<file path="src/rtl/sdrc_app_dbuf_pkg.sv">
// Shared constants for the SDRAM application data buffer: default FIFO sizes
// and the write-burst tracking state encoding.
package sdrc_app_dbuf_pkg;

    localparam int WF_AW_DEF = 3;
    localparam int RF_AW_DEF = 3;

    typedef enum logic {
        WR_IDLE  = 1'b0,
        WR_BURST = 1'b1
    } wr_state_e;

endpackage

</file>
<file path="src/rtl/sdrc_app_dbuf_if.sv">
// Host and SDRAM-app side signals of the data buffer; the buffer is the slave,
// the host/width-converter environment is the master.
interface sdrc_app_dbuf_if #(
    parameter int APP_DW = 32,
    parameter int APP_BW = 4,
    parameter int WF_AW  = 3,
    parameter int RF_AW  = 3
);
    logic              h_wr_valid;
    logic              h_wr_ready;
    logic [APP_DW-1:0] h_wr_data;
    logic [APP_BW-1:0] h_wr_be;
    logic [APP_DW-1:0] app_wr_data;
    logic [APP_BW-1:0] app_wr_en_n;
    logic              app_wr_next;
    logic              app_last_wr;
    logic [APP_DW-1:0] app_rd_data;
    logic              app_rd_valid;
    logic              app_last_rd;
    logic              h_rd_valid;
    logic              h_rd_ready;
    logic [APP_DW-1:0] h_rd_data;
    logic              h_rd_last;
    logic [WF_AW:0]    wr_level;
    logic [RF_AW:0]    rd_level;
    logic [7:0]        wr_beat_cnt;
    logic              wr_underrun;
    logic              rd_overflow;
    logic              clr_err;

    modport slave (
        input  h_wr_valid, h_wr_data, h_wr_be, app_wr_next, app_last_wr,
               app_rd_data, app_rd_valid, app_last_rd, h_rd_ready, clr_err,
        output h_wr_ready, app_wr_data, app_wr_en_n, h_rd_valid, h_rd_data,
               h_rd_last, wr_level, rd_level, wr_beat_cnt, wr_underrun, rd_overflow
    );

    modport master (
        output h_wr_valid, h_wr_data, h_wr_be, app_wr_next, app_last_wr,
               app_rd_data, app_rd_valid, app_last_rd, h_rd_ready, clr_err,
        input  h_wr_ready, app_wr_data, app_wr_en_n, h_rd_valid, h_rd_data,
               h_rd_last, wr_level, rd_level, wr_beat_cnt, wr_underrun, rd_overflow
    );

endinterface

</file>
<file path="src/rtl/sdrc_app_dbuf_sync_fifo.sv">
// First-word-fall-through synchronous FIFO with wrap-bit pointers; the head
// reads as zero while empty so downstream sees a neutral word.
module sdrc_app_dbuf_sync_fifo #(
    parameter int DW = 8,
    parameter int AW = 3
) (
    input  logic          clk,
    input  logic          reset_n,
    input  logic          push_i,
    input  logic          pop_i,
    input  logic [DW-1:0] wr_data_i,
    output logic [DW-1:0] rd_data_o,
    output logic          full_o,
    output logic          empty_o,
    output logic [AW:0]   level_o
);

    localparam int DEPTH = 1 << AW;

    logic [DW-1:0] mem_q [DEPTH];
    logic [AW:0]   wr_ptr_q, wr_ptr_d;
    logic [AW:0]   rd_ptr_q, rd_ptr_d;
    logic          push_ok, pop_ok;

    assign empty_o = (wr_ptr_q == rd_ptr_q);
    assign full_o  = (wr_ptr_q[AW] != rd_ptr_q[AW]) &&
                     (wr_ptr_q[AW-1:0] == rd_ptr_q[AW-1:0]);
    assign level_o = wr_ptr_q - rd_ptr_q;

    // A push into a full FIFO is only legal when the head leaves in the same cycle.
    assign pop_ok  = pop_i & ~empty_o;
    assign push_ok = push_i & (~full_o | pop_ok);

    assign wr_ptr_d = wr_ptr_q + {{AW{1'b0}}, push_ok};
    assign rd_ptr_d = rd_ptr_q + {{AW{1'b0}}, pop_ok};

    assign rd_data_o = empty_o ? '0 : mem_q[rd_ptr_q[AW-1:0]];

    always_ff @(posedge clk) begin
        if (push_ok) begin
            mem_q[wr_ptr_q[AW-1:0]] <= wr_data_i;
        end
    end

    always_ff @(posedge clk or negedge reset_n) begin
        if (!reset_n) begin
            wr_ptr_q <= '0;
            rd_ptr_q <= '0;
        end else begin
            wr_ptr_q <= wr_ptr_d;
            rd_ptr_q <= rd_ptr_d;
        end
    end

endmodule

</file>
<file path="src/rtl/sdrc_app_dbuf.sv">
// Application-side data buffer: host write FIFO feeding the SDRAM width
// converter, read FIFO returning burst data to the host, burst-beat tracking.
module sdrc_app_dbuf
    import sdrc_app_dbuf_pkg::*;
#(
    parameter int APP_DW = 32,
    parameter int APP_BW = 4,
    parameter int WF_AW  = WF_AW_DEF,
    parameter int RF_AW  = RF_AW_DEF
) (
    input  logic          clk,
    input  logic          reset_n,
    sdrc_app_dbuf_if.slave bus
);

    logic [APP_DW+APP_BW-1:0] wf_head;
    logic                     wf_full, wf_empty, wf_push, wf_pop;
    logic [WF_AW:0]           wf_level;
    logic [APP_DW:0]          rf_head;
    logic                     rf_full, rf_empty, rf_push, rf_pop;
    logic [RF_AW:0]           rf_level;

    wr_state_e  state_q;
    logic [7:0] beat_q;
    logic       underrun_q, underrun_d, underrun_evt;
    logic       overflow_q, overflow_d, overflow_evt;

    function automatic logic [7:0] sat_inc8(input logic [7:0] v);
        return (v == 8'hFF) ? v : v + 8'd1;
    endfunction

    assign wf_push      = bus.h_wr_valid & ~wf_full;
    assign wf_pop       = bus.app_wr_next & ~wf_empty;
    assign underrun_evt = bus.app_wr_next & wf_empty;

    assign rf_pop       = ~rf_empty & bus.h_rd_ready;
    assign rf_push      = bus.app_rd_valid & (~rf_full | rf_pop);
    assign overflow_evt = bus.app_rd_valid & rf_full & ~rf_pop;

    sdrc_app_dbuf_sync_fifo #(
        .DW (APP_DW + APP_BW),
        .AW (WF_AW)
    ) u_wr_fifo (
        .clk       (clk),
        .reset_n   (reset_n),
        .push_i    (wf_push),
        .pop_i     (wf_pop),
        .wr_data_i ({bus.h_wr_be, bus.h_wr_data}),
        .rd_data_o (wf_head),
        .full_o    (wf_full),
        .empty_o   (wf_empty),
        .level_o   (wf_level)
    );

    sdrc_app_dbuf_sync_fifo #(
        .DW (APP_DW + 1),
        .AW (RF_AW)
    ) u_rd_fifo (
        .clk       (clk),
        .reset_n   (reset_n),
        .push_i    (rf_push),
        .pop_i     (rf_pop),
        .wr_data_i ({bus.app_last_rd, bus.app_rd_data}),
        .rd_data_o (rf_head),
        .full_o    (rf_full),
        .empty_o   (rf_empty),
        .level_o   (rf_level)
    );

    // An empty write FIFO reads as zero, which inverts to a fully masked write.
    assign bus.app_wr_data = wf_head[APP_DW-1:0];
    assign bus.app_wr_en_n = ~wf_head[APP_DW +: APP_BW];
    assign bus.h_wr_ready  = ~wf_full;
    assign bus.wr_level    = wf_level;

    assign bus.h_rd_valid  = ~rf_empty;
    assign bus.h_rd_data   = rf_head[APP_DW-1:0];
    assign bus.h_rd_last   = rf_head[APP_DW];
    assign bus.rd_level    = rf_level;

    assign bus.wr_beat_cnt = beat_q;
    assign bus.wr_underrun = underrun_q;
    assign bus.rd_overflow = overflow_q;

    // A fresh error in the clearing cycle keeps the flag set.
    assign underrun_d = (underrun_q & ~bus.clr_err) | underrun_evt;
    assign overflow_d = (overflow_q & ~bus.clr_err) | overflow_evt;

    always_ff @(posedge clk or negedge reset_n) begin
        if (!reset_n) begin
            state_q <= WR_IDLE;
            beat_q  <= 8'd0;
        end else begin
            unique case (state_q)
                WR_IDLE: begin
                    if (bus.app_wr_next) begin
                        beat_q <= 8'd1;
                        if (!bus.app_last_wr) begin
                            state_q <= WR_BURST;
                        end
                    end
                end
                WR_BURST: begin
                    if (bus.app_wr_next) begin
                        beat_q <= sat_inc8(beat_q);
                    end
                    if (bus.app_last_wr) begin
                        state_q <= WR_IDLE;
                    end
                end
            endcase
        end
    end

    always_ff @(posedge clk or negedge reset_n) begin
        if (!reset_n) begin
            underrun_q <= 1'b0;
            overflow_q <= 1'b0;
        end else begin
            underrun_q <= underrun_d;
            overflow_q <= overflow_d;
        end
    end

endmodule

</file>
<file path="src/flat_wrapper.sv">
// flat-port wrapper written by rule: the top's interface ports become plain ports
module sdrc_app_dbuf_flat import sdrc_app_dbuf_pkg::*;
#(
    parameter int APP_DW = 32,
    parameter int APP_BW = 4,
    parameter int WF_AW  = WF_AW_DEF,
    parameter int RF_AW  = RF_AW_DEF
)
  (clk, reset_n, bus_h_wr_valid, bus_h_wr_data, bus_h_wr_be, bus_app_wr_next, bus_app_last_wr, bus_app_rd_data, bus_app_rd_valid, bus_app_last_rd, bus_h_rd_ready, bus_clr_err, bus_h_wr_ready, bus_app_wr_data, bus_app_wr_en_n, bus_h_rd_valid, bus_h_rd_data, bus_h_rd_last, bus_wr_level, bus_rd_level, bus_wr_beat_cnt, bus_wr_underrun, bus_rd_overflow);
  sdrc_app_dbuf_if #(.APP_DW(APP_DW), .APP_BW(APP_BW), .WF_AW(WF_AW), .RF_AW(RF_AW)) bus_i ();
  input  logic clk;
  input  logic reset_n;
  input wire logic [$bits(bus_i.h_wr_valid)-1:0] bus_h_wr_valid;
  input wire logic [$bits(bus_i.h_wr_data)-1:0] bus_h_wr_data;
  input wire logic [$bits(bus_i.h_wr_be)-1:0] bus_h_wr_be;
  input wire logic [$bits(bus_i.app_wr_next)-1:0] bus_app_wr_next;
  input wire logic [$bits(bus_i.app_last_wr)-1:0] bus_app_last_wr;
  input wire logic [$bits(bus_i.app_rd_data)-1:0] bus_app_rd_data;
  input wire logic [$bits(bus_i.app_rd_valid)-1:0] bus_app_rd_valid;
  input wire logic [$bits(bus_i.app_last_rd)-1:0] bus_app_last_rd;
  input wire logic [$bits(bus_i.h_rd_ready)-1:0] bus_h_rd_ready;
  input wire logic [$bits(bus_i.clr_err)-1:0] bus_clr_err;
  output wire logic [$bits(bus_i.h_wr_ready)-1:0] bus_h_wr_ready;
  output wire logic [$bits(bus_i.app_wr_data)-1:0] bus_app_wr_data;
  output wire logic [$bits(bus_i.app_wr_en_n)-1:0] bus_app_wr_en_n;
  output wire logic [$bits(bus_i.h_rd_valid)-1:0] bus_h_rd_valid;
  output wire logic [$bits(bus_i.h_rd_data)-1:0] bus_h_rd_data;
  output wire logic [$bits(bus_i.h_rd_last)-1:0] bus_h_rd_last;
  output wire logic [$bits(bus_i.wr_level)-1:0] bus_wr_level;
  output wire logic [$bits(bus_i.rd_level)-1:0] bus_rd_level;
  output wire logic [$bits(bus_i.wr_beat_cnt)-1:0] bus_wr_beat_cnt;
  output wire logic [$bits(bus_i.wr_underrun)-1:0] bus_wr_underrun;
  output wire logic [$bits(bus_i.rd_overflow)-1:0] bus_rd_overflow;
  assign bus_i.h_wr_valid = bus_h_wr_valid;
  assign bus_i.h_wr_data = bus_h_wr_data;
  assign bus_i.h_wr_be = bus_h_wr_be;
  assign bus_i.app_wr_next = bus_app_wr_next;
  assign bus_i.app_last_wr = bus_app_last_wr;
  assign bus_i.app_rd_data = bus_app_rd_data;
  assign bus_i.app_rd_valid = bus_app_rd_valid;
  assign bus_i.app_last_rd = bus_app_last_rd;
  assign bus_i.h_rd_ready = bus_h_rd_ready;
  assign bus_i.clr_err = bus_clr_err;
  assign bus_h_wr_ready = bus_i.h_wr_ready;
  assign bus_app_wr_data = bus_i.app_wr_data;
  assign bus_app_wr_en_n = bus_i.app_wr_en_n;
  assign bus_h_rd_valid = bus_i.h_rd_valid;
  assign bus_h_rd_data = bus_i.h_rd_data;
  assign bus_h_rd_last = bus_i.h_rd_last;
  assign bus_wr_level = bus_i.wr_level;
  assign bus_rd_level = bus_i.rd_level;
  assign bus_wr_beat_cnt = bus_i.wr_beat_cnt;
  assign bus_wr_underrun = bus_i.wr_underrun;
  assign bus_rd_overflow = bus_i.rd_overflow;
  sdrc_app_dbuf #(.APP_DW(APP_DW), .APP_BW(APP_BW), .WF_AW(WF_AW), .RF_AW(RF_AW)) u_core (.clk(clk), .reset_n(reset_n), .bus(bus_i));
endmodule
</file>
<file path="config.mk">
export PLATFORM = sky130hd
export DESIGN_NAME = sdrc_app_dbuf_flat
export DESIGN_NICKNAME = d
export VERILOG_FILES = /design/src/rtl/sdrc_app_dbuf_pkg.sv /design/src/rtl/sdrc_app_dbuf_if.sv /design/src/rtl/sdrc_app_dbuf_sync_fifo.sv /design/src/rtl/sdrc_app_dbuf.sv /design/src/flat_wrapper.sv
export SDC_FILE = /design/constraint.sdc
export NUM_CORES = 1
export LEC_CHECK = 0
export BUFFER_PORTS_ARGS = -buffer_cell sky130_fd_sc_hd__clkbuf_2
export CORE_AREA = 3 3 232 234
export DETAILED_ROUTE_END_ITERATION = 12
export DIE_AREA = 0 0 235 237
export HOLD_SLACK_MARGIN = 0.05
export PLACE_DENSITY_LB_ADDON = 0.2
export SYNTH_ARGS = -nofsm -noshare
export SYNTH_HDL_FRONTEND = slang
export SYNTH_SLANG_ARGS = --single-unit
</file>
<file path="constraint.sdc">
create_clock -name clk -period 4.7 [get_ports clk]
set_input_delay 0 -clock clk [delete_from_list [all_inputs] [get_ports clk]]
set_output_delay 0 -clock clk [all_outputs]
set_load 0.01 [all_outputs]
</file>
## After elaboration in Yosys (flattened, before gate mapping)

Memory sizes are Yosys's and may differ from the RTL's.
Cells that the tools add are included.

- Register bits after elaboration: 27
- RAM bits: 552
- Input bits: 77
- Word-level logic and storage cells: 69
- Memories kept: 2

Memory list:

| memory | words | width | read ports | clocked after memory_dff | wr ports | line | RTL |
|---|---|---|---|---|---|---|---|
| u_core.u_wr_fifo.mem_q | 8 | 36 | 1 | 0 | 1 | sdrc_app_dbuf_sync_fifo.sv:20 | `logic [DW-1:0] mem_q [DEPTH];` |
| u_core.u_rd_fifo.mem_q | 8 | 33 | 1 | 0 | 1 | sdrc_app_dbuf_sync_fifo.sv:20 |  |

- $add $sub $neg: 7
- Equal/unequal tests: 10
- Muxes and demuxes: 13
- Bitwise gates (word level): 26
- Reduce and logical (&&, ||, !) cells: 3

Operator list:

| operator | count |
|---|---|
| 36-bit 2-to-1 mux | 1 |
| 33-bit 2-to-1 mux | 1 |
| 8-bit 2-to-1 mux | 3 |
| 4-bit by 1-bit adder with 4-bit output | 4 |
| 8-bit case mux with 2 select lines | 1 |
| 1-bit bitwise AND | 13 |
| 8-bit by 1-bit adder with 8-bit output (second input constant) | 1 |
| 4-bit == test | 2 |
| 8-bit == test (second input constant) | 1 |
| 4-bit subtractor | 2 |
| 1-bit NOT | 7 |
| 3-bit == test | 2 |
| 1-bit 2-to-1 mux | 6 |
| 2-bit != test (second input constant) | 3 |
| 1-bit OR | 5 |
| 4-bit NOT | 1 |
| 3-bit AND reduction | 1 |
| 1-bit logical AND | 2 |
| 1-bit != test | 2 |
| 1-bit case mux with 2 select lines | 1 |

## Depth between registers and ports, before layout

Gate-level depths: netlist (run 1).

- Word-level depth: 8
- Gate-level depth with buffers: 11
- Depth with buffers taken out: 9

## Modules after synthesis

Synthesis (run 1) repeated with hierarchy kept, for this count alone.

- Cell total of the unflattened synthesis: 1128
- Area total of the unflattened synthesis: 22924.5 µm²

Modules (own cells, without submodules):

| module | instances | cells an instance | area each (µm²) |
|---|---|---|---|
| sdrc_app_dbuf_sync_fifo at u_core.u_wr_fifo | 1 | 471 | 11348.4 |
| sdrc_app_dbuf_sync_fifo at u_core.u_rd_fifo | 1 | 582 | 10914.2 |
| sdrc_app_dbuf | 1 | 75 | 661.9 |

## Worst setup path after synthesis (run 1)

No wires, ideal clock.

- Kind: register to register
- Start: reg u_core.u_wr_fifo.rd_ptr_q[1]
- End: mem u_core.u_wr_fifo.mem_q[4][0] in the netlist's numbering (enable)
- Library setup time: 0.482 ns
- Arrival: 4.478 ns
- Required time: 4.218 ns
- Slack: -0.260 ns
- Stages on the path, launching flop included: 11
- Path buffers: 2
- Period minus slack after synthesis: 4.960 ns
- Path through: dfrtp_1 buf_2 buf_1 inv_1 ha_1 nand3_1 nand2b_1 nand2_1 inv_1 nand2_1 nor3b_1

- Elaborated cells between the ends (all ways): 12
- Those cells by class: eq/ne: 2; mux: 2; bitwise: 7; reduce/logical: 1

RTL lines:

| item | line | RTL |
|---|---|---|
| start: declaration | sdrc_app_dbuf_sync_fifo.sv:22 | `logic [AW:0] rd_ptr_q, rd_ptr_d;` |
| start signal: assignment | sdrc_app_dbuf_sync_fifo.sv:51 | `rd_ptr_q <= rd_ptr_d;` |
| 3-bit == test * | sdrc_app_dbuf_sync_fifo.sv:27 | `(wr_ptr_q[AW-1:0] == rd_ptr_q[AW-1:0]);` |
| 1-bit logical AND * | sdrc_app_dbuf_sync_fifo.sv:26 | `assign full_o = (wr_ptr_q[AW] != rd_ptr_q[AW]) &&` |
| 1-bit NOT * | n/a |  |
| via bus_h_wr_ready | flat_wrapper.sv:23 | `output wire logic [$bits(bus_i.h_wr_ready)-1:0] bus_h_wr_ready;` |
| 1-bit bitwise AND / 1-bit OR (equally long branches) | sdrc_app_dbuf.sv:32, sdrc_app_dbuf_sync_fifo.sv:32 |  |
| 1-bit bitwise AND * | sdrc_app_dbuf_sync_fifo.sv:32 | `assign push_ok = push_i & (~full_o \| pop_ok);` |
| 1-bit 2-to-1 mux * | sdrc_app_dbuf_sync_fifo.sv:40 | `if (push_ok) begin` |
| 1-bit 2-to-1 mux (implied by the code) * | sdrc_app_dbuf_sync_fifo.sv:41 | `mem_q[wr_ptr_q[AW-1:0]] <= wr_data_i;` |
| end: declaration | sdrc_app_dbuf_sync_fifo.sv:20 |  |

Mark *: on every way through the listed nets, which the timed path passes. The rest lies on a longest branch.

## Worst setup path in the final report (run 1)

- Start: reg u_core.u_wr_fifo.rd_ptr_q[1]
- End: out bus_app_wr_data[31]

- Word-level cells in the longest chain between the ends: 2
- Elaborated cells between the ends (all ways): 3
- Those cells by class: eq/ne: 1; mux: 1; memory: 1

RTL lines:

| item | line | RTL |
|---|---|---|
| memory 8 x 36 bit / 4-bit == test (equally long branches) | n/a |  |
| 36-bit 2-to-1 mux * | sdrc_app_dbuf_sync_fifo.sv:37 | `assign rd_data_o = empty_o ? '0 : mem_q[rd_ptr_q[AW-1:0]];` |
| end: declaration | flat_wrapper.sv:24 | `output wire logic [$bits(bus_i.app_wr_data)-1:0] bus_app_wr_data;` |

Every way passes the cells marked *; elsewhere a longest branch is shown, timed or not.

==> metrics, run 1 <==
RSZ-0062 raised after global routing false; vias per cell 5.29; Pwr Total 17.0 mW; Final Skew 0.0389 ns; Finished Layout Cells 1,988; Initial DRT Pass Iterations 5; clk slew on worst S/H paths roughly 0.060 ns; CP Class reg -> out; ranking of synthesized cells by area edfxtp_1, mux4_2, dfrtp_1; Chip Height around 240 um; WL final between 40,000 and 50,000 um; CTS tree done; setup TNS 0 ns; clock buffer count from CTS 58; Max Fclk 0.288 GHz; post-CTS setup buffers 0; worst relative slew slack 38.0%; sequential element share of the synthesized area ~78%; Synth Cell Area 22,200 um2; Syn Inst Count 971; first-pass GRT wire length about 70,000 um; Global Route Usage Sum 16.6%; # port buffers 165; Max VDD drop 454 uV; Post-Synthesis Net Count 1,065; Mapped Avg Cell Area 22.9 um2; clk buf depth 3; Yosys Warn Count 0; Yosys top cell by area edfxtp_1; Tmin final 3.47 ns; Slew Viols, Final 0; First DRT Iteration DRCs 598; Routed wire per std cell 22.9 um; row count between 80 and 90; CTS resizes 0; CTS sink count between 500 and 600; final core utilization between 50% and 60%; fraction of registers with async set/reset 4.66%; Top FF cell, synth edfxtp_1; Setup Viol. Count Final 0; die area around 56,000 um2; final hold violation count 0; worst-margin pin slew 0.931 ns; antenna violations before repair 2; Area growth syn-to-layout 19.6%; Startpoint Class flip-flop; max_cap viols 0; top-area cell type share of the netlist area 74.6%; placed insts roughly 1,800; worst skew pair latency 0.62 ns; # H-tree levels 2; chip width roughly 240 um; crit path DAT 3.47 ns; Power Dens Cells 642 nW/um2; Final GP Congestion 0.767; Synth Register Bits 579; Cell variety after synth 42; Starting Density a little over two fifths; Leak Pwr around 9 nW; vias in the first global route ~11,000; most common cell in the synthesized netlist edfxtp_1; DR DRC count 0; root buffer cell clkbuf_16; status complete, no violations; dpl hpwl about 26,000 um; Detail Route Antenna Nets 0; CTS Hold Buffers Added 80; gr ovfl total 0; HP Class in -> reg; maximum fanout along the worst path 35; number of flops mapped to enable cells by yosys ~550; share of layout cells above drive strength 1 33.7%; CP required 4.70 ns; nets@finish 1,349; Core ar. approximately 52,000 um2; io pins 166; most frequent cells after synthesis edfxtp_1, mux4_2, a22o_1; pin count of the biggest net entering global routing 43; Critical Path End Type primary output; crit share post-route 73.8%; Via Count 10,500
cell families after synthesis:
| group | Yosys count | synth area share [%] |
|---|---|---|
| muxes | 140 | 14.1 |
| buffers and inverters | 67 | 1.84 |
| and+or+nand+nor | 66 | 1.52 |
| xor gates and xnor gates | 15 | 0.625 |
| adders and majority gates | 17 | 1.03 |
| DFF | 579 | 77.7 |
| AOI/OAI and AO/OA | 87 | 3.21 |
state kept, by name, indices dropped and copies added (netlist names):
signal,flops
u_core.state_q,1
u_core.u_wr_fifo.rd_ptr_q,4
u_core.u_rd_fifo.wr_ptr_q,4
u_core.u_rd_fifo.rd_ptr_q,4
u_core.bus.rd_overflow,1
u_core.bus.wr_underrun,1
u_core.u_wr_fifo.mem_q,288
u_core.u_wr_fifo.wr_ptr_q,4
u_core.bus.wr_beat_cnt,8
u_core.u_rd_fifo.mem_q,264
path summary, 6_finish.rpt:
| check | slack [ns] | to | cells past startpoint | startpoint |
|---|---|---|---|---|
| min | 0.20 | u_core.u_wr_fifo.mem_q[2][18]$_DFFE_PP_ | 2 | bus_h_wr_data[18] |
| max reg2reg | 1.45 | u_core.u_wr_fifo.mem_q[5][25]$_DFFE_PP_ | 9 | u_core.u_wr_fifo.rd_ptr_q[1]$_DFF_PN0_ |
| max in group asynchronous | 4.04 | u_core.u_rd_fifo.rd_ptr_q[0]$_DFF_PN0_ | 4 | reset_n |
| max | 1.23 | bus_app_wr_data[31] | 8 | u_core.u_wr_fifo.rd_ptr_q[1]$_DFF_PN0_ |
| min in group asynchronous | 0.44 | u_core.u_wr_fifo.wr_ptr_q[2]$_DFF_PN0_ | 4 | reset_n |
| min reg2reg | 0.52 | u_core.u_rd_fifo.wr_ptr_q[3]$_DFF_PN0_ | 1 | u_core.u_rd_fifo.wr_ptr_q[3]$_DFF_PN0_ |
final cells by class:
type                            instances  area (um2)
Antenna cell                            2        5.00
Clock buffer                           69        1490
Clock inverter                         34         350
Fill cell                            4121       25700
Inverter                               18        67.6
Multi-Input combinational cell        325        4670
Sequential cell                       579       17300
Tap cell                              688         861
Timing Repair Buffer                  273        1850
cell usage in the layout, fill, tap and decap left out, types with 7 or more instances in the layout:
master,instances
edfxtp_1,552
clkbuf_2,165
mux4_2,138
dlygate4sd3_1,79
a22o_1,65
clkbuf_16,58
buf_4,28
dfrtp_1,23
inv_1,18
nand2_1,15
ha_1,15
clkinv_2,12
clkinv_1,12
nand3_1,11
clkbuf_1,11
xnor2_1,9
nor2_4,9
a21oi_1,7
per-stage QoR:
stage	cell area [um2]	worst slack [ns]	hold slack, ns
after floorplan	22200	-0.0607	-0.296
after global placement	23900	1.40	0.0922
after detailed placement	23900	1.36	0.0901
after CTS	26600	1.08	0.153
after global routing	26600	0.890	0.194
final	26600	1.23	0.202
layer usage:
layer  GRT usage [%]  part of all wire, %  vias up
met5               0                    0        -
met4            4.99                  2.5        0
li1                -                    -     4690
met3            3.00                  4.0       72
met1            21.3                   42     5547
met2            29.0                   51      215
worst max-delay path, stage by stage, from the launching register on:
cell      delay [ns]
dfrtp_4         0.76
inv_1           0.10
ha_1            0.31
nand3_1         0.09
nor2_1          0.12
nor2_4          0.64
buf_4           0.38
a22o_1          0.29
clkbuf_2        0.17
where the power goes:
group	switching, mW	total, mW	leakage, nW	internal [mW]
clock network	1.86	4.45	0.900	2.59
logic	3.25	5.77	2.81	2.52
registers	0.308	6.83	5.34	6.53
total	5.41	17.0	9.05	11.6
No activity file was read; power rests on OpenSTA's default activity.
==> run 2, diff against run 1 <==
==> constraint.sdc (replaced) <==
create_clock -name clk -period 2.9 [get_ports clk]
set_input_delay 0 -clock clk [delete_from_list [all_inputs] [get_ports clk]]
set_output_delay 0 -clock clk [all_outputs]
set_load 0.01 [all_outputs]
==> metrics, run 2 (synthesized netlist as in run 1, its figures left out) <==
share of layout cells above drive strength 1 34.8% (was 33.7%); area occupied by multi-input gates 4760 um2 (was 4670 um2); CTS tree done (unchanged); Max Fclk 0.373 GHz; Detail Route Antenna Nets 0 (unchanged); vias in the first global route 11,600 (was 11,300); Global Route Usage Sum 16.6% (about the same); Chip Height 237 um (unchanged); min-delay src bus_app_rd_data[22] (was bus_h_wr_data[18]); clk slew on worst S/H paths 0.06 ns (about the same); slowest CP cell dfrtp_1 (was dfrtp_4); Tmin final 2.68 ns; Startpoint Class flip-flop (unchanged); cell area after layout 27,000 um2 (was 26,600 um2); Core ar. 52,200 um2 (unchanged); Comb power frac 35.4% (was 33.8%); nets@finish 1,362 (was 1,349); number of flip-flops under the largest register name 288 (unchanged); Hold Crit Depth 2 (unchanged); worst skew pair latency 0.60 ns (was 0.62 ns); CP required 2.90 ns (was 4.70 ns); First DRT Iteration DRCs 645 (was 598); io pins 166 (unchanged); Critical Path End Type primary output (unchanged); # H-tree levels 2 (unchanged); Setup Viol. Count Final 0 (unchanged); crit path DAT 2.68 ns (was 3.47 ns); row count 84 (unchanged); Hold Path End u_core.u_rd_fifo.mem_q[4][22]$_DFFE_PP_ (was u_core.u_wr_fifo.mem_q[2][18]$_DFFE_PP_); # port buffers 165 (unchanged); final hold violation count 0 (unchanged); Cell Area, Placed 24,200 um2 (was 23,900 um2); DR DRC count 0 (unchanged); worst relative slew slack 30.0% (was 38.0%); slowest cell delay on critical path 0.45 ns (was 0.76 ns); Final GP Congestion 0.718 (was 0.767); max_cap viols 0 (unchanged); Routed wire per std cell 22.8 um (was 22.9 um); most frequent cells in the layout edfxtp_1, clkbuf_2, mux4_2 (unchanged); maximum fanout along the worst path 36 (was 35); Power Dens Cells 1040 nW/um2 (was 642 nW/um2); Clk pwr share 25.5% (was 26.1%); dpl hpwl 25,200 um (was 26,000 um); sw power 8.82 mW (was 5.41 mW); Initial DRT Pass Iterations 6 (was 5); worst r2r src u_core.u_wr_fifo.rd_ptr_q[2]$_DFF_PN0_ (was u_core.u_wr_fifo.rd_ptr_q[1]$_DFF_PN0_); Int Pwr 19.3 mW (was 11.6 mW); clock buffer count from CTS 59 (was 58); CP Class reg -> out (unchanged); RSZ-0062 raised after global routing false (unchanged); critical-path cell list inv_1 > ha_1 > nand3_1 > nor2_1 > buf_4 > nor2_4 > buf_12 > a22oi_1 > clkbuf_2 (was inv_1 > ha_1 > nand3_1 > nor2_1 > nor2_4 > buf_4 > a22o_1 > clkbuf_2); Starting Density 42.5% (unchanged); crit share post-route between 90% and 100%; cells on worst reg2reg path 9 (unchanged); chip width 235 um (unchanged); gr ovfl total 0 (unchanged); Leak Pwr 9.21 nW (was 9.05 nW); antenna violations before repair 2 (unchanged); Slew Viols, Final 0 (unchanged); root buffer cell clkbuf_16 (unchanged); Pwr Total 28.1 mW (was 17.0 mW); CTS sink count 579 (unchanged); Max VDD drop 816 uV (was 454 uV); R2R Setup Slk 0.52 ns (was 1.45 ns); vias per cell 5.32 (was 5.29); clk buf depth 3 (unchanged); Via Count 10,600 (was 10,500); WL final 45,500 um (was 45,600 um); first-pass GRT wire length 70,900 um (was 70,200 um); leading cell type in the layout, fill and taps excluded edfxtp_1 (unchanged); Final Skew 0.0185 ns (was 0.0389 ns); Net Sw Frac 31.4% (was 31.7%); final core utilization 51.6% (was 50.8%); worst-margin pin slew 1.05 ns (was 0.931 ns); Reg-to-Reg End u_core.u_wr_fifo.mem_q[4][25]$_DFFE_PP_ (was u_core.u_wr_fifo.mem_q[5][25]$_DFFE_PP_); pin count of the biggest net entering global routing 74 (was 43); register area 17,300 um2 (about the same); die area 55,700 um2 (unchanged); Area growth syn-to-layout 21.4% (was 19.6%); HP Class in -> reg (unchanged); status complete, no violations (unchanged); Fill cells 4,099 (was 4,121); Seq pwr share 39.0% (was 40.1%)
==> run 2: worst max-delay path, delay by kind of cell, from the launching register on <==
| family | cells | cell delay [ns] |
|---|---|---|
| buf+inv | 4 | 0.70 |
| simple gates | 3 | 0.37 |
| flops | 1 | 0.45 |
| compound gates | 1 | 0.20 |
| fa+ha+maj | 1 | 0.35 |
==> run 2: worst max-delay path by stage <==
stage                     slack, ns                                       to                                    from  cells past startpoint
final                          0.22                       bus_app_wr_en_n[0]  u_core.u_wr_fifo.rd_ptr_q[2]$_DFF_PN0_                      9
after detailed placement       0.34  u_core.u_wr_fifo.mem_q[4][23]$_DFFE_PP_  u_core.u_wr_fifo.wr_ptr_q[0]$_DFF_PN0_                      9
after global placement         0.38  u_core.u_wr_fifo.mem_q[4][23]$_DFFE_PP_  u_core.u_wr_fifo.wr_ptr_q[0]$_DFF_PN0_                      9
after floorplan               -0.02   u_core.u_rd_fifo.mem_q[4][0]$_DFFE_PP_  u_core.u_rd_fifo.rd_ptr_q[1]$_DFF_PN0_                      9
after CTS                      0.08                       bus_app_wr_data[1]  u_core.u_wr_fifo.wr_ptr_q[0]$_DFF_PN0_                      9
after global routing           0.05                       bus_app_wr_en_n[0]  u_core.u_wr_fifo.rd_ptr_q[2]$_DFF_PN0_                      9
==> run 2: repair_timing <==
action / 4_1_cts / 5_1_grt
buffers inserted: 5 / 3
endpoints found under the hold margin: 600 / 0
pin swaps: 1 / 0
hold buffers: 81 / 0
setup endpoints to repair: 33 / 2
resized for setup: 0 / 0
==> run 2: layout make-up <==
| cell class | instances | area share (%) |
|---|---|---|
| flip-flops and latches | 579 | 64.0 |
| multi-input cells | 325 | 17.6 |
| repair buffers | 285 | 8.07 |
| clock buffers | 72 | 5.81 |
| well taps | 688 | 3.19 |
| clock inverters | 31 | 0.983 |
| inverters | 18 | 0.274 |
| diodes | 2 | 0.0186 |
==> run 2: routing by layer <==
| metal | track usage [%] | routed length [um] |
|---|---|---|
| met1 | 21.5 | 19000 |
| met2 | 29.1 | 23700 |
| met3 | 2.74 | 1960 |
| met4 | 4.58 | 864 |
| met5 | 0 | 0 |
==> run 2: per-stage QoR <==
stage	hold WS [ns]	setup WS, ns	instances	TNS, ns
after global placement	0.0812	0.376	1806	0
after CTS	0.179	0.0834	1995	0
after global routing	0.214	0.0460	2000	0
after floorplan	-0.296	-0.0160	971	-2.21
after detailed placement	0.0767	0.343	1806	0
final	0.221	0.217	2000	0
==> run 2: power groups by stage <==
| stage | logic (mW) | clock network (mW) | registers (mW) |
|---|---|---|---|
| detailed placement | 10.0 | 0 | 11.2 |
| CTS | 10.3 | 7.38 | 11.0 |
| floorplan | 6.57 | 0 | 11.0 |
| global route | 10.8 | 7.72 | 11.1 |
| global placement | 10.0 | 0 | 11.1 |
| finish | 9.97 | 7.18 | 11.0 |
==> run 3, diff against run 2 <==
--- a/config.mk
+++ b/config.mk
@@ -6,10 +6,11 @@
 export NUM_CORES = 1
 export LEC_CHECK = 0
 export BUFFER_PORTS_ARGS = -buffer_cell sky130_fd_sc_hd__clkbuf_2
-export CORE_AREA = 3 3 232 234
+export CORE_AREA = 3 3 165 328
 export DETAILED_ROUTE_END_ITERATION = 12
-export DIE_AREA = 0 0 235 237
+export DIE_AREA = 0 0 168 331
 export HOLD_SLACK_MARGIN = 0.05
+export MAX_ROUTING_LAYER = met4
 export PLACE_DENSITY_LB_ADDON = 0.2
 export SYNTH_ARGS = -nofsm -noshare
 export SYNTH_HDL_FRONTEND = slang
==> metrics, run 3 (synthesized netlist as in run 1, its figures left out) <==
leading cell type in the layout, fill and taps excluded edfxtp_1 (unchanged); Crit. Startpoint u_core.u_wr_fifo.wr_ptr_q[0]$_DFF_PN0_ (was u_core.u_wr_fifo.rd_ptr_q[2]$_DFF_PN0_); CP Class reg -> out (unchanged); maximum fanout along the worst path 19 (was 36); number of flip-flops under the largest register name 288 (unchanged); final core utilization 51.3% (was 51.6%); final hold violation count 0 (unchanged); worst-margin pin slew 1.07 ns (was 1.05 ns); Buf/Inv on CP 4 (unchanged); Slew Viols, Final 0 (unchanged); Max VDD drop 600 uV (was 816 uV); first-pass GRT wire length 71,200 um (was 70,900 um); HP Class in -> async (was in -> reg); Global Route Usage Sum 17.5% (was 16.6%); Chip Height 331 um (was 237 um); Starting Density 42.9% (was 42.5%); Initial DRT Pass Iterations 5 (was 6); vias per cell 5.39 (was 5.32); Cell Area, Placed 24,200 um2 (about the same); critical-path cell list clkinvlp_4 > ha_4 > nand3_1 > nor2_1 > buf_4 > nor2_4 > buf_4 > a22o_1 > clkbuf_2 (was inv_1 > ha_1 > nand3_1 > nor2_1 > buf_4 > nor2_4 > buf_12 > a22oi_1 > clkbuf_2); WL final 47,000 um (was 45,500 um); nets@finish 1,360 (was 1,362); clock buffer count from CTS 49 (was 59); Fill cells 4,118 (was 4,099); chip width 168 um (was 235 um); Critical Path End Type primary output (unchanged); setup TNS 0 ns (unchanged); gr ovfl total 0 (unchanged); Top delay family on crit path buffers and inverters (unchanged); cells on worst reg2reg path 7 (was 9); worst r2r src u_core.u_rd_fifo.rd_ptr_q[2]$_DFF_PN0_ (was u_core.u_wr_fifo.rd_ptr_q[2]$_DFF_PN0_); row count 118 (was 84); share of layout cells above drive strength 1 35.0% (was 34.8%); First DRT Iteration DRCs 606 (was 645); Final GP Congestion 0.765 (was 0.718); Reg-to-Reg End u_core.u_rd_fifo.mem_q[6][2]$_DFFE_PP_ (was u_core.u_wr_fifo.mem_q[4][25]$_DFFE_PP_); R2R Setup Slk 0.45 ns (was 0.52 ns); slowest cell delay on critical path 0.53 ns (was 0.45 ns); clk slew on worst S/H paths 0.06 ns (about the same); Final Skew 0.0187 ns (was 0.0185 ns); antenna violations before repair 2 (unchanged); root buffer cell clkbuf_16 (unchanged); Area growth syn-to-layout 19.7% (was 21.4%); vias in the first global route 11,800 (was 11,600); crit share post-route 93.5% (was 92.5%); Setup Viol. Count Final 0 (unchanged); Core ar. 51,800 um2 (was 52,200 um2); Leak Pwr 9.08 nW (was 9.21 nW); worst skew pair latency 0.58 ns (was 0.60 ns); slowest CP cell dfrtp_2 (was dfrtp_1); dpl hpwl 28,600 um (was 25,200 um); cell area after layout 26,600 um2 (was 27,000 um2); Pwr Total 27.2 mW (was 28.1 mW); Detail Route Antenna Nets 0 (unchanged); Min Hold Slack 0.0675 ns (was 0.221 ns); Routed wire per std cell 23.9 um (was 22.8 um); CTS sink count 579 (unchanged); clk buf depth 3 (unchanged); Power Dens Cells 1020 nW/um2 (was 1040 nW/um2); # H-tree levels 2 (unchanged); most frequent cells in the layout edfxtp_1, clkbuf_2, mux4_2 (unchanged); CP required 2.90 ns (about the same); Via Count 10,600 (about the same); pin count of the biggest net entering global routing 74 (unchanged); RSZ-0062 raised after global routing false (unchanged); Max Fclk 0.369 GHz (was 0.373 GHz); Startpoint Class flip-flop (unchanged); io pins 166 (unchanged); # port buffers 165 (unchanged); DR DRC count 0 (unchanged); Critical Path Most Common Cell buf_4; status complete, no violations (unchanged); Tmin final 2.71 ns (was 2.68 ns); max_cap viols 0 (unchanged); crit path DAT 2.71 ns (was 2.68 ns); CTS tree done (unchanged); worst relative slew slack 28.7% (was 30.0%); die area 55,600 um2 (was 55,700 um2)
==> run 3: power by group <==
part           internal, mW  leakage (nW)  switching, mW
Combinational          4.47          2.99           5.47
Sequential             10.6          5.34          0.388
Clock                  3.47         0.742           2.81
Total                  18.5          9.08           8.67
==> run 3: cell type report <==
cell class / instances / area (um2) / share of cell area, %
sequential: 579 / 17300 / 64.9
multi-input combinational: 325 / 4760 / 17.9
timing repair buffer: 293 / 2150 / 8.10
clock buffer: 59 / 1260 / 4.75
tap: 660 / 826 / 3.11
clock inverter: 26 / 243 / 0.913
inverter: 18 / 73.8 / 0.278
antenna: 2 / 5.00 / 0.0188
==> run 3: worst max path at each step <==
| stage | cells past startpoint | endpoint | slack, ns |
|---|---|---|---|
| after global placement | 9 | u_core.u_wr_fifo.mem_q[4][31]$_DFFE_PP_ | 0.43 |
| after global routing | 9 | bus_app_wr_en_n[0] | 0.008 |
| final | 9 | bus_app_wr_data[17] | 0.19 |
| after CTS | 4 | bus_app_wr_en_n[2] | 0.03 |
| after floorplan | 9 | u_core.u_rd_fifo.mem_q[4][0]$_DFFE_PP_ | -0.02 |
| after detailed placement | 9 | u_core.u_wr_fifo.mem_q[4][16]$_DFFE_PP_ | 0.41 |
==> run 3: what timing repair did <==
action                                  CTS  global route
endpoints found under the hold margin   630             0
hold buffers                             79             0
gates resized for setup                   1             3
pin swaps                                 1             0
buffers inserted                          4             0
endpoints found under the setup margin   27             2
gates cloned                              0             1
==> run 3: layer usage <==
metal | track usage, % | up-vias | wire (um)
li1 | - | 4693 | -
met1 | 18.9 | 5517 | 16700
met2 | 32.5 | 294 | 26600
met3 | 2.94 | 78 | 2350
met4 | 5.47 | 0 | 1350
met5 | - | - | 0
==> run 3: worst register-to-register path: stages (launching register included) <==
cell and delay [ns]:
dfrtp_1 0.40, inv_1 0.07, ha_1 0.34, nand3_1 0.11
or3_1 0.20, nand3_2 0.13, nor2_4 0.60, buf_4 0.31
==> run 3: through the flow <==
stage	instances	setup slack [ns]
finish	1962	0.190
global route	1962	0.00761
CTS	1959	0.0282
detailed placement	1791	0.409
global placement	1791	0.425
floorplan	971	-0.0160
